**config.mk**
```make
export PLATFORM = sky130hd
export DESIGN_NAME = spi_cmd_queue
export DESIGN_NICKNAME = d
export VERILOG_FILES = /design/src/rtl/spi_cmd_queue.sv
export SDC_FILE = /design/constraint.sdc
export NUM_CORES = 1
export LEC_CHECK = 0
export CAP_MARGIN = 10
export CELL_PAD_IN_SITES_DETAIL_PLACEMENT = 1
export CELL_PAD_IN_SITES_GLOBAL_PLACEMENT = 1
export CORE_ASPECT_RATIO = 0.8
export CORE_UTILIZATION = 52
export DETAILED_ROUTE_END_ITERATION = 10
export PLACE_DENSITY = 0.91
export REMOVE_ABC_BUFFERS = 1
export SYNTH_ARGS = -nofsm -noshare
export SYNTH_HDL_FRONTEND = slang
export SYNTH_SLANG_ARGS = --single-unit
```
**constraint.sdc**
```tcl
create_clock -name clk -period 12.75 [get_ports clk]
set_input_delay 3.1875 -clock clk [delete_from_list [all_inputs] [get_ports clk]]
set_output_delay 3.1875 -clock clk [all_outputs]
set_load 0.01 [all_outputs]
```
**src/rtl/spi_cmd_queue.sv**
```systemverilog
// spi_cmd_queue: command FIFO and sequencer in front of the RF-config SPI
// transmitter. Words are queued as {width, data}. They are issued one at a
// time over the start/busy/done handshake. The block enforces a programmable
// idle gap between transfers and runs a watchdog on tx_done. Status and sticky
// error flags are exported for the register bank.
module spi_cmd_queue #(
    parameter int DEPTH  = 8,
    parameter int ADDR_W = 3
) (
    input  logic              clk,
    input  logic              nrst,
    input  logic              wr_en,
    input  logic [31:0]       wr_data,
    input  logic [4:0]        wr_width,
    input  logic              flush,
    input  logic              enable,
    input  logic [15:0]       gap_cycles,
    input  logic [23:0]       timeout,
    input  logic              clr_err,
    output logic              tx_start,
    output logic [31:0]       tx_data,
    output logic [4:0]        tx_width,
    input  logic              tx_busy,
    input  logic              tx_done,
    output logic              full,
    output logic              empty,
    output logic [ADDR_W:0]   level,
    output logic [15:0]       sent_count,
    output logic              overflow,
    output logic              timeout_err,
    output logic              idle
);

    localparam logic [1:0] S_IDLE      = 2'd0;
    localparam logic [1:0] S_ISSUE     = 2'd1;
    localparam logic [1:0] S_WAIT_DONE = 2'd2;
    localparam logic [1:0] S_GAP       = 2'd3;

    localparam logic [ADDR_W-1:0] PTR_ONE  = ADDR_W'(1);
    localparam logic [ADDR_W:0]   LVL_ONE  = (ADDR_W + 1)'(1);
    localparam logic [ADDR_W:0]   LVL_FULL = (ADDR_W + 1)'(DEPTH);

    // Queue storage: {width[4:0], data[31:0]} per entry
    logic [36:0] mem [DEPTH];
    logic [36:0] head;

    logic [ADDR_W-1:0] wr_ptr_q, wr_ptr_d;
    logic [ADDR_W-1:0] rd_ptr_q, rd_ptr_d;
    logic [ADDR_W:0]   level_q, level_d;
    logic              full_q, full_d;
    logic              empty_q, empty_d;

    logic [1:0]        state_q, state_d;
    logic              tx_start_q, tx_start_d;
    logic [31:0]       tx_data_q, tx_data_d;
    logic [4:0]        tx_width_q, tx_width_d;
    logic [15:0]       sent_q, sent_d;
    logic [15:0]       gap_cnt_q, gap_cnt_d;
    logic [23:0]       wdog_q, wdog_d;
    logic              ovf_q, ovf_d;
    logic              terr_q, terr_d;

    logic issue;
    logic push_ok;
    logic push_drop;
    logic xfer_ok;
    logic wdog_fire;
    logic xfer_end;

    // Flush pre-empts both the push and any issue in the same cycle, so that
    // every entry still queued is discarded.
    assign issue     = (state_q == S_IDLE) && enable && !empty_q && !tx_busy && !flush;
    assign push_ok   = wr_en && !flush && !full_q;
    assign push_drop = wr_en && !flush && full_q;
    assign xfer_ok   = (state_q == S_WAIT_DONE) && tx_done;
    // A done in the same cycle as the watchdog expiry is counted as success.
    assign wdog_fire = (state_q == S_WAIT_DONE) && !tx_done && (timeout != 24'd0)
                       && ((wdog_q + 24'd1) == timeout);
    assign xfer_end  = xfer_ok || wdog_fire;

    assign head = mem[rd_ptr_q];

    // Storage write port: only accepted pushes land in the array
    always_ff @(posedge clk) begin
        if (push_ok) begin
            mem[wr_ptr_q] <= {wr_width, wr_data};
        end
    end

    // FIFO pointer and occupancy update, with flags derived from the next level
    always_comb begin
        wr_ptr_d = wr_ptr_q;
        rd_ptr_d = rd_ptr_q;
        level_d  = level_q;
        if (flush) begin
            rd_ptr_d = wr_ptr_q;
            level_d  = '0;
        end else begin
            if (push_ok) begin
                wr_ptr_d = wr_ptr_q + PTR_ONE;
            end
            if (issue) begin
                rd_ptr_d = rd_ptr_q + PTR_ONE;
            end
            if (push_ok && !issue) begin
                level_d = level_q + LVL_ONE;
            end else if (!push_ok && issue) begin
                level_d = level_q - LVL_ONE;
            end
        end
        full_d  = (level_d == LVL_FULL);
        empty_d = (level_d == '0);
    end

    // Sequencer: issue, wait for done or watchdog, then hold off for the gap
    always_comb begin
        state_d    = state_q;
        tx_start_d = 1'b0;
        tx_data_d  = tx_data_q;
        tx_width_d = tx_width_q;
        sent_d     = sent_q;
        gap_cnt_d  = gap_cnt_q;
        wdog_d     = wdog_q;
        case (state_q)
            S_IDLE: begin
                if (issue) begin
                    tx_start_d = 1'b1;
                    tx_data_d  = head[31:0];
                    tx_width_d = head[36:32];
                    state_d    = S_ISSUE;
                end
            end
            S_ISSUE: begin
                wdog_d  = '0;
                state_d = S_WAIT_DONE;
            end
            S_WAIT_DONE: begin
                wdog_d = wdog_q + 24'd1;
                if (xfer_ok) begin
                    sent_d = sent_q + 16'd1;
                end
                if (xfer_end) begin
                    wdog_d    = '0;
                    gap_cnt_d = '0;
                    state_d   = (gap_cycles != 16'd0) ? S_GAP : S_IDLE;
                end
            end
            S_GAP: begin
                // Use >= so a gap shortened mid-count still terminates
                gap_cnt_d = gap_cnt_q + 16'd1;
                if ((gap_cnt_q + 16'd1) >= gap_cycles) begin
                    gap_cnt_d = '0;
                    state_d   = S_IDLE;
                end
            end
            default: begin
                state_d = S_IDLE;
            end
        endcase
    end

    // Sticky error flags: a same-cycle error event wins over clr_err
    always_comb begin
        ovf_d  = ovf_q;
        terr_d = terr_q;
        if (clr_err) begin
            ovf_d  = 1'b0;
            terr_d = 1'b0;
        end
        if (push_drop) begin
            ovf_d = 1'b1;
        end
        if (wdog_fire) begin
            terr_d = 1'b1;
        end
    end

    // State registers with synchronous active-low reset
    always_ff @(posedge clk) begin
        if (!nrst) begin
            wr_ptr_q   <= '0;
            rd_ptr_q   <= '0;
            level_q    <= '0;
            full_q     <= 1'b0;
            empty_q    <= 1'b1;
            state_q    <= S_IDLE;
            tx_start_q <= 1'b0;
            tx_data_q  <= '0;
            tx_width_q <= '0;
            sent_q     <= '0;
            gap_cnt_q  <= '0;
            wdog_q     <= '0;
            ovf_q      <= 1'b0;
            terr_q     <= 1'b0;
        end else begin
            wr_ptr_q   <= wr_ptr_d;
            rd_ptr_q   <= rd_ptr_d;
            level_q    <= level_d;
            full_q     <= full_d;
            empty_q    <= empty_d;
            state_q    <= state_d;
            tx_start_q <= tx_start_d;
            tx_data_q  <= tx_data_d;
            tx_width_q <= tx_width_d;
            sent_q     <= sent_d;
            gap_cnt_q  <= gap_cnt_d;
            wdog_q     <= wdog_d;
            ovf_q      <= ovf_d;
            terr_q     <= terr_d;
        end
    end

    assign tx_start    = tx_start_q;
    assign tx_data     = tx_data_q;
    assign tx_width    = tx_width_q;
    assign full        = full_q;
    assign empty       = empty_q;
    assign level       = level_q;
    assign sent_count  = sent_q;
    assign overflow    = ovf_q;
    assign timeout_err = terr_q;
    assign idle        = (state_q == S_IDLE) && empty_q;

endmodule

```
==> qor.yml, run 1 <==
detailed_routing:
  vias_per_cell: 6.55
  wl_met3_um: 3760
  vias: 12100
  drtAntennaViolNets: 0
  wl_per_cell_um: 28.7
  highest_layer: "met4"
  wl_met2_um: 26900
  dr.first_iter.drc_count: 1102
  drc: 0
  met1Wirelength_um: 20900
  first_pass_iters: 7
  routed_wl_um: 53100
clock_network:
  cts_hold_buf: 0
  clkSinkCount: 406
  cts_made_buffers: 41
  cts_tree: "built"
  ctsResizeCount: 0
  clock_latency_ps: 570
  cts_setup_buffers: 0
  root_buffer: "clkbuf_16"
  clock_path_buffers: 3
  cts_max_level: 2
  path_clk_slew_ps: 70
timing:
  min_period_ps: 5990
  final-max-slew-violation-count: 0
  final_hold_viol_count: 0
  worst_pin_slew_ps: 1050
  max_slew_margin_pct: 29.8
  holdWs_ps: 494
  clock.fmax_mhz: 167
  finClkSkew_ps: 27.5
  fin_tns_setup_ps: 0
  layout_setup_ws_ps: 6760
  rsz0062_at_grt: "false"
  period_share_pct: 46.9
  final-setup-viol-count: 0
job:
  max_cap_violations: 0
global_route:
  antenna_found_initial: 4
  grt_pass1_vias: 12800
  grt_usage_pct: 30.3
  grt_max_degree: 75
  grt-ovfl-total: 0
  grt_first_pass_wirelength_um: 79300
synth:
  synth_edf_count: 296
  synth_cells: 1250
  async_reset_ff_share_pct: 0
  syn_avg_cell_area_um2: 14.2
  synth-main-ff-cell: "edfxtp_1"
  synth.yosys.seq_area_share_pct: 62.6
  synth.ff_latch_count: 406
  ys_types: 76
  syn-cell-area_um2: 17700
  synth_warnings: 0
floorplan:
  dieArea_um2: 34800
  boundaryPins: 148
  rows: 60
  initial_core_util_pct: 52.8
  die_h_um: 167
  dieWidth_um: 208
  core_area_um2: 33600
cells_and_area:
  num-nets-final: 1493
  regArea_um2: 11100
  area_growth_pct: 18.4
  multiInputGateArea_um2: 6250
  finalNonFillerCells: 1851
  fillCellCount: 3085
  final_layout_size_suffix_gt1_share_pct: 13.4
worst_setup_path:
  ff2ff_path_depth: 9
  required_ps: 13200
  r2r_end: "wdog_q[9]$_SDFFE_PN0P_"
  end_kind: "register"
  reg2reg_slack_ps: 8240
  critPathArrivalTime_ps: 6440
  start_kind: "input port"
  crit_path_max_fanout: 22
  crit-reg2reg-launch: "wdog_q[0]$_SDFFE_PN0P_"
  criticalPathCategory: "input port to register"
power:
  power.density_nw_per_um2: 137
  ir_worst_vdd_uv: 155
  p_leak_nw: 6.83
  power.total_mw: 2.87
min_path:
  worstHoldPathType: "register to register"
  min_path_cells: 2
  hold_end: "gap_cnt_q[10]$_SDFFE_PN0P_"
  hold_start: "gap_cnt_q[10]$_SDFFE_PN0P_"
place:
  place_congestion: 0.990
  io_buffer_count: 147
  dp.cells: 1772
  dp_hpwl_um: 30700
  dp_slack_ps: 6340
outcome:
  status: "complete, no violations"
## synth_stat cells (3+ instances only)
cell type    n  area [um2]
and2_1      10        62.6
o311ai_0     9        78.8
a31o_2       8        70.1
nand2b_1     9        56.3
a22oi_1      3        22.5
mux4_2      74        1670
nor2b_1      5        31.3
nor2_1     101         379
o21ai_0     29         145
nor3_1      15        75.1
buf_1       16        60.1
xnor2_1     30         263
o41ai_1      6        52.6
inv_1       31         116
clkbuf_1    48         180
o211ai_1     4        30.0
nand4b_1     3        26.3
and4_1      10        87.6
a21o_1       6        45.0
nor3b_1      7        52.6
ha_1        27         338
nand4_1     35         219
o31ai_1      8        60.1
dfxtp_1    110        2200
nand2_1     50         188
xor2_1      32         280
a22o_1       5        43.8
mux2i_1     44         440
nor4_1      24         150
a2bb2oi_1    6        52.6
a211oi_1    43         323
a21oi_1     24         120
nand3_1     30         150
or3b_2       5        43.8
or4_1        5        37.5
a211o_1      3        26.3
buf_2       11        55.1
edfxtp_1   296        8890
o21a_1       4        30.0
and3_1      16         100
## flip-flops by register name, indices dropped and copies added, names as in the netlist, 2 cells and up
signal	cells
wdog_q	24
level	4
rd_ptr_q	3
gap_cnt_q	16
mem	296
wr_ptr_q	3
tx_width	5
tx_data	32
sent_count	16
state_q	2
## cell usage in the layout (no fill, tap or decap), types with 10 or more instances in the layout
| cell | Yosys | final |
|---|---|---|
| a211oi_1 | 43 | 43 |
| a21oi_1 | 24 | 24 |
| and2_1 | 10 | 10 |
| and3_1 | 16 | 16 |
| and4_1 | 10 | 10 |
| buf_4 | 1 | 19 |
| clkbuf_1 | 48 | 10 |
| clkbuf_16 | 0 | 42 |
| clkdlybuf4s50_1 | 0 | 146 |
| dfxtp_1 | 110 | 107 |
| edfxtp_1 | 296 | 296 |
| ha_1 | 27 | 27 |
| inv_1 | 31 | 31 |
| mux2i_1 | 44 | 44 |
| mux4_2 | 74 | 74 |
| nand2_1 | 50 | 50 |
| nand3_1 | 30 | 30 |
| nand4_1 | 35 | 35 |
| nor2_1 | 101 | 98 |
| nor3_1 | 15 | 13 |
| nor4_1 | 24 | 24 |
| o21ai_0 | 29 | 29 |
| xnor2_1 | 30 | 30 |
| xor2_1 | 32 | 32 |
## power by group
part	leakage, nW	switching [mW]	internal, mW
registers	3.56	0.0113	1.43
logic	2.61	0.112	0.0761
clock network	0.656	0.533	0.714
## metrics by stage
stage	instance area, um2	utilization [%]
after floorplan	17400	-
after global placement	19600	58.5
after detailed placement	19600	58.5
after CTS	21000	62.5
after global routing	21000	62.5
final	21000	62.5
## worst max-delay path by stage
stage	to	slack [ps]	cells after the start	from
finish	wdog_q[9]$_SDFFE_PN0P_	6760	9	timeout[7]
global route	gap_cnt_q[12]$_SDFFE_PN0P_	6600	10	tx_done
CTS	mem[2][31]$_DFFE_PP_	6840	5	flush
detailed placement	gap_cnt_q[3]$_SDFFE_PN0P_	6340	10	tx_done
global placement	wdog_q[9]$_SDFFE_PN0P_	6470	9	timeout[14]
floorplan	mem[4][0]$_DFFE_PP_	5650	3	flush
## worst max-delay path: stages
cell and delay, ps:
clkdlybuf4s50_1 500, xor2_1 270, xnor2_1 160, a41oi_1 210
nor2_1 210, and4_1 290, and4_1 920, nor2_1 320
a221o_1 360
## cell type report
cell class / instances / area share, %
multi-input combinational: 734 / 29.8
inverter: 32 / 0.572
timing repair buffer: 166 / 7.67
tap: 434 / 2.59
antenna: 4 / 0.0477
clock inverter: 19 / 1.03
sequential: 406 / 52.9
clock buffer: 56 / 5.45
## cells by family (layout without fill, tap and decap cells)
group	Yosys count	after routing	share of synthesized area [%]
buf+inv	110	273	2.48
flops	406	406	62.6
simple gates	340	340	10.3
other cells	0	4	0
xor+xnor	63	63	3.20
mux	118	118	11.9
fa+ha+maj	27	27	1.91
compound gates	186	186	7.61
## metal layers
layer | vias to the layer above | global-route usage, %
li1 | 5148 | -
met1 | 6265 | 39.4
met2 | 602 | 52.1
met3 | 100 | 4.44
met4 | 0 | 10.6
met5 | - | 0
(Power assumes the default switching activity.)
==> inputs of run 2 (changes only) <==
--- a/config.mk
+++ b/config.mk
@@ -9,9 +9,9 @@
 export CELL_PAD_IN_SITES_DETAIL_PLACEMENT = 1
 export CELL_PAD_IN_SITES_GLOBAL_PLACEMENT = 1
 export CORE_ASPECT_RATIO = 0.8
-export CORE_UTILIZATION = 52
+export CORE_UTILIZATION = 48
 export DETAILED_ROUTE_END_ITERATION = 10
-export PLACE_DENSITY = 0.91
+export PLACE_DENSITY = 0.85
 export REMOVE_ABC_BUFFERS = 1
 export SYNTH_ARGS = -nofsm -noshare
 export SYNTH_HDL_FRONTEND = slang
==> constraint.sdc (replaced) <==
create_clock -name clk -period 6.2 [get_ports clk]
set_input_delay 1.55 -clock clk [delete_from_list [all_inputs] [get_ports clk]]
set_output_delay 1.55 -clock clk [all_outputs]
set_load 0.01 [all_outputs]
==> qor.yml, run 2 (synthesized netlist as in run 1, its figures left out) <==
worst_setup_path:
  path_depth: 9
  crit_buf_inv: 1
  crit_path_end: "gap_cnt_q[3]$_SDFFE_PN0P_"
  crit-reg2reg-launch: "wdog_q[0]$_SDFFE_PN0P_"
  crit_path_top_delay_cell: "nor4b_4"
  cp-startpoint: "tx_done"
  required_ps: 6640
  reg2reg_slack_ps: 2070
  crit_path_frequent_cell: "nor4_1"
  start_kind: "input port"
  critPathArrivalTime_ps: 4740
  crit_path_max_fanout: 14
  r2r_end: "wdog_q[9]$_SDFFE_PN0P_"
  criticalPathCategory: "input port to register"
  ff2ff_path_depth: 9
  slowest_delay_ps: 890
  crit_chain: "clkdlybuf4s50_1 -> nand2b_1 -> nor4_1 -> nand4_1 -> nor4_1 -> o2111ai_1 -> nor4b_4 -> o21ai_1 -> o31ai_1"
  path_delay_family: "simple AND/OR/NAND/NOR gates"
  end_kind: "register"
timing:
  min_period_ps: 4310
  layout_setup_ws_ps: 1890
  final-max-slew-violation-count: 0
  finClkSkew_ps: 18.8
  clock.fmax_mhz: 232
  final_hold_viol_count: 0
  worst_pin_slew_ps: 1060
  period_share_pct: 69.4
  holdWs_ps: 487
  rsz0062_at_grt: "false"
  max_slew_margin_pct: 29.6
  final-setup-viol-count: 0
  fin_tns_setup_ps: 0
cells_and_area:
  most-common-layout-cells: "edfxtp_1, clkdlybuf4s50_1, dfxtp_1"
  num-nets-final: 1496
  largest_reg_flops: 296
  final_core_util_pct: 58.1
  final_common_cell: "edfxtp_1"
  final_layout_size_suffix_gt1_share_pct: 13.5
  area_growth_pct: 18.5
  regMostFlops: "mem"
  fillCellCount: 3488
place:
  place_congestion: 0.935
  io_buffer_count: 147
  dp_hpwl_um: 29800
  dp_slack_ps: 1410
global_route:
  grt_max_degree: 53
  grt-ovfl-total: 0
  grt_first_pass_wirelength_um: 72700
  grt_usage_pct: 25.3
  grt_pass1_vias: 12200
  antenna_found_initial: 3
detailed_routing:
  dr.first_iter.drc_count: 928
  drc: 0
  first_pass_iters: 5
  wl_per_cell_um: 24.8
  drtAntennaViolNets: 0
  routed_wl_um: 47000
  vias_per_cell: 6.10
  vias: 11600
clock_network:
  cts_max_level: 2
  cts_tree: "built"
  clock_latency_ps: 540
  cts_setup_buffers: 0
  path_clk_slew_ps: 60
  cts_hold_buf: 0
  root_buffer: "clkbuf_16"
  ctsResizeCount: 0
  cts_made_buffers: 41
  clock_path_buffers: 3
  clkSinkCount: 406
floorplan:
  die_h_um: 174
  dieArea_um2: 37700
  rows: 62
  initial_core_util_pct: 49.0
  boundaryPins: 148
  core_area_um2: 36100
  dieWidth_um: 217
power:
  p_leak_nw: 6.82
  ir_worst_vdd_uv: 241
  power.density_nw_per_um2: 272
  power.total_mw: 5.72
min_path:
  worstHoldPathType: "register to register"
outcome:
  status: "complete, no violations"
job:
  max_cap_violations: 0
## run 2: changes by cell type in the layout (fill, tap and decap cells not counted), sizes merged
| cell | delta |
|---|---|
| buf | +2 |
| clkinv | -2 |
| bufinv | -3 |
| clkdlybuf4s50 | +1 |
| clkinvlp | -1 |
| diode | -1 |
| clkbuf | +7 |
## run 2: tightest hold or removal path: stages (launching register included)
cell,delay [ps]
dfxtp_1,320
a21oi_1,60
nor2_1,70
## run 2: final cells by class
cell class | count | area [um2] | share of cell area, %
sequential | 406 | 11100 | 52.8
timing repair buffer | 169 | 1650 | 7.85
antenna | 3 | 7.51 | 0.0357
clock buffer | 63 | 1180 | 5.62
clock inverter | 13 | 103 | 0.488
inverter | 32 | 120 | 0.572
multi-input combinational | 734 | 6250 | 29.7
tap | 480 | 601 | 2.86
## run 2: per-stage QoR
step | std cells | cell area [um2]
floorplan | 1172 | 17400
global placement | 1821 | 19700
detailed placement | 1821 | 19700
CTS | 1897 | 21000
global route | 1898 | 21000
finish | 1900 | 21000
## run 2: report_power, final
group	leakage [nW]	switching, mW	internal (mW)
clock network	0.628	1.03	1.36
registers	3.56	0.0219	2.94
logic	2.63	0.207	0.157
## run 2: metal layers
metal	track usage (%)	vias up	part of all wire, %	wire length, um
met3	4.25	80	6.0	2800
met1	35.4	5950	44	20900
li1	-	5181	-	-
met5	0	-	0	0
met4	7.25	0	2.3	1090
met2	40.8	380	47	22300
## run 2: worst min-delay path by stage
stage	from	to	slack, ps	cells past startpoint
after floorplan	gap_cnt_q[15]$_SDFFE_PN0P_	gap_cnt_q[15]$_SDFFE_PN0P_	450	2
after global placement	gap_cnt_q[15]$_SDFFE_PN0P_	gap_cnt_q[15]$_SDFFE_PN0P_	460	2
after detailed placement	timeout_err$_SDFFE_PN0P_	timeout_err$_SDFFE_PN0P_	470	2
after CTS	timeout_err$_SDFFE_PN0P_	timeout_err$_SDFFE_PN0P_	490	2
after global routing	timeout_err$_SDFFE_PN0P_	timeout_err$_SDFFE_PN0P_	510	2
final	timeout_err$_SDFFE_PN0P_	timeout_err$_SDFFE_PN0P_	490	2
==> edit, RTL diff (config.mk and constraints of run 2) <==
Set the parameter `ADDR_W` to 2 (it was 3).
--- a/src/rtl/spi_cmd_queue.sv
+++ b/src/rtl/spi_cmd_queue.sv
@@ -5,7 +5,7 @@
 // error flags are exported for the register bank.
 module spi_cmd_queue #(
     parameter int DEPTH  = 8,
-    parameter int ADDR_W = 3
+    parameter int ADDR_W = 2
 ) (
     input  logic              clk,
     input  logic              nrst,
Ports: changed (resized level); port bits go from 148 to 147. No check against the original RTL was run, so the function may have changed too.
==> edit against run 2 <==
  * Cell area decreased by 32%
  * Worst setup slack got worse by 51 ps
  * Routed wire length decreased by 31%
  * Critical path type is now reg -> reg
  * Synthesized area decreased by 34%
  * Non-clock buffer count decreased by 18
  * Sequential cell count decreased by 151
  * Largest cell class unchanged
  * Power decreased by 31%
  * Hold slack got worse by 27 ps
==> edit: results (changes against run 2) <==
metric,value,unit,change
diodes,0,,-3
grt_pass1_vias,8978,,-26%
io_buffers,146,,-0.68%
dr_total_vias,8649,,-25%
cts_max_level,1,,-1
largest_reg_flops,148,,-50%
nNetsFinal,1221,,-18%
worstRegToRegCells,9,,unchanged
critPathSlowestCell,nor4_2,,
grt_pass1_wl,50900,um,-30%
synth_top_cells_by_count,"edfxtp_1 (148), nand2_1 (114), dfxtp_1 (107)",,
slew_headroom,25.9,%,-3.7 points
yosys-top-cells-area,"edfxtp_1 (38%), dfxtp_1 (18%), mux4_2 (7.1%)",,
postSynth.asyncResetShare,0,%,unchanged
hold_path.class,reg -> reg,,
synth_cells,988,,-21%
drtIter0Drc,636,,-31%
postLayoutCellArea,14200,um^2,-32%
pre_cts_slack,1430,ps,+26.9 ps
regToRegSetupSlack,1840,ps,-230 ps
hold_start,tx_data[15],,
ys_seq_area_share,56.5,%,-6.1 points
clkSlewWorstSetupHoldPaths,60,ps,about the same
placed_cell_area,13300,um^2,-33%
clockRootBuffer,clkbuf_16,,
grt_max_degree,71,,+34%
skew,9.74,ps,-9.07 ps
p_leak,4.71,nW,-31%
instances_no_fill,1439,,-24%
outcome,completed,,
cts_buffers,26,,-37%
worstHoldEndpoint,tx_data[15],,
ir_worst_vdd,273,uV,+13%
path_max_fanout,22,,+8
slowest_delay,830,ps,-60 ps
final_layout_size_suffix_gt1_share,9.23,%,-4.3 points
clk_path_buf_depth,3,,unchanged
intPower,3.04,mW,-32%
cts_setup_buffers,0,,unchanged
fillers,2378,,-32%
r2r_end,wdog_q[21],,
post-dp-hpwl,21300,um,-29%
synth_cell_type_count,71,,-6.6%
place_congestion,0.934,,-0.12%
synth_edf_count,148,,-50%
holdWs,459,ps,-27.4 ps
clk_latency,530,ps,
grt_use_total,26.5,%,+1.2 points
antenna_found_initial,0,,-3
yosysWarnings,0,,unchanged
routed_wl,32700,um,-31%
-- edit: changes by cell type after synthesis, moves of 14 or more --
| cell | run 2 | this run |
|---|---|---|
| nor2_1 | 101 | 49 |
| edfxtp_1 | 296 | 148 |
| mux2i_1 | 44 | 2 |
| a211oi_1 | 43 | 6 |
| a21oi_1 | 24 | 65 |
| mux4_2 | 74 | 37 |
| nand2_1 | 50 | 114 |
| nand4_1 | 35 | 21 |
-- edit: kinds of logic after synthesis --
group,count (synthesis),synth area share (%)
muxes,40,7.41
buffers and inverters,94,3.41
xor gates and xnor gates,69,5.18
DFF,255,56.5
adders and majority gates,29,3.11
and+or+nand+nor,335,14.6
AOI/OAI and AO/OA,166,9.76
-- edit: power by group through the flow --
stage               Combinational, mW  Sequential, mW  Clock [mW]
floorplan                       0.183            1.89           0
global placement                0.356            1.89           0
detailed placement              0.369            1.89           0
CTS                             0.374            1.85        1.74
global route                    0.403            1.86        1.80
finish                          0.373            1.85        1.71
-- edit: worst max-delay path by stage --
stage,startpoint,end,slack (ps),depth (start not counted)
2_1_floorplan,timeout[18],gap_cnt_q[7],2250,7
3_3_place_gp,timeout[18],gap_cnt_q[4],1490,8
3_5_place_dp,timeout[23],wdog_q[21],1430,9
4_1_cts,wdog_q[0],wdog_q[21],1920,9
5_1_grt,wdog_q[0],wdog_q[21],1540,9
6_report,wdog_q[0],wdog_q[21],1840,9
-- edit: final cells by class --
cell class                 instances  area share [%]
clock buffer                      34            5.00
inverter                          34           0.897
tap                              312            2.74
timing repair buffer             151            10.5
multi-input combinational        639            33.0
clock inverter                    14            1.54
sequential                       255            46.3
-- edit: per-layer routing --
metal	vias up	GRT usage [%]	routed length [um]
li1	3933	-	-
met1	4375	35.5	14000
met2	293	44.8	16000
met3	48	4.69	2080
met4	0	5.90	567
met5	-	0	0
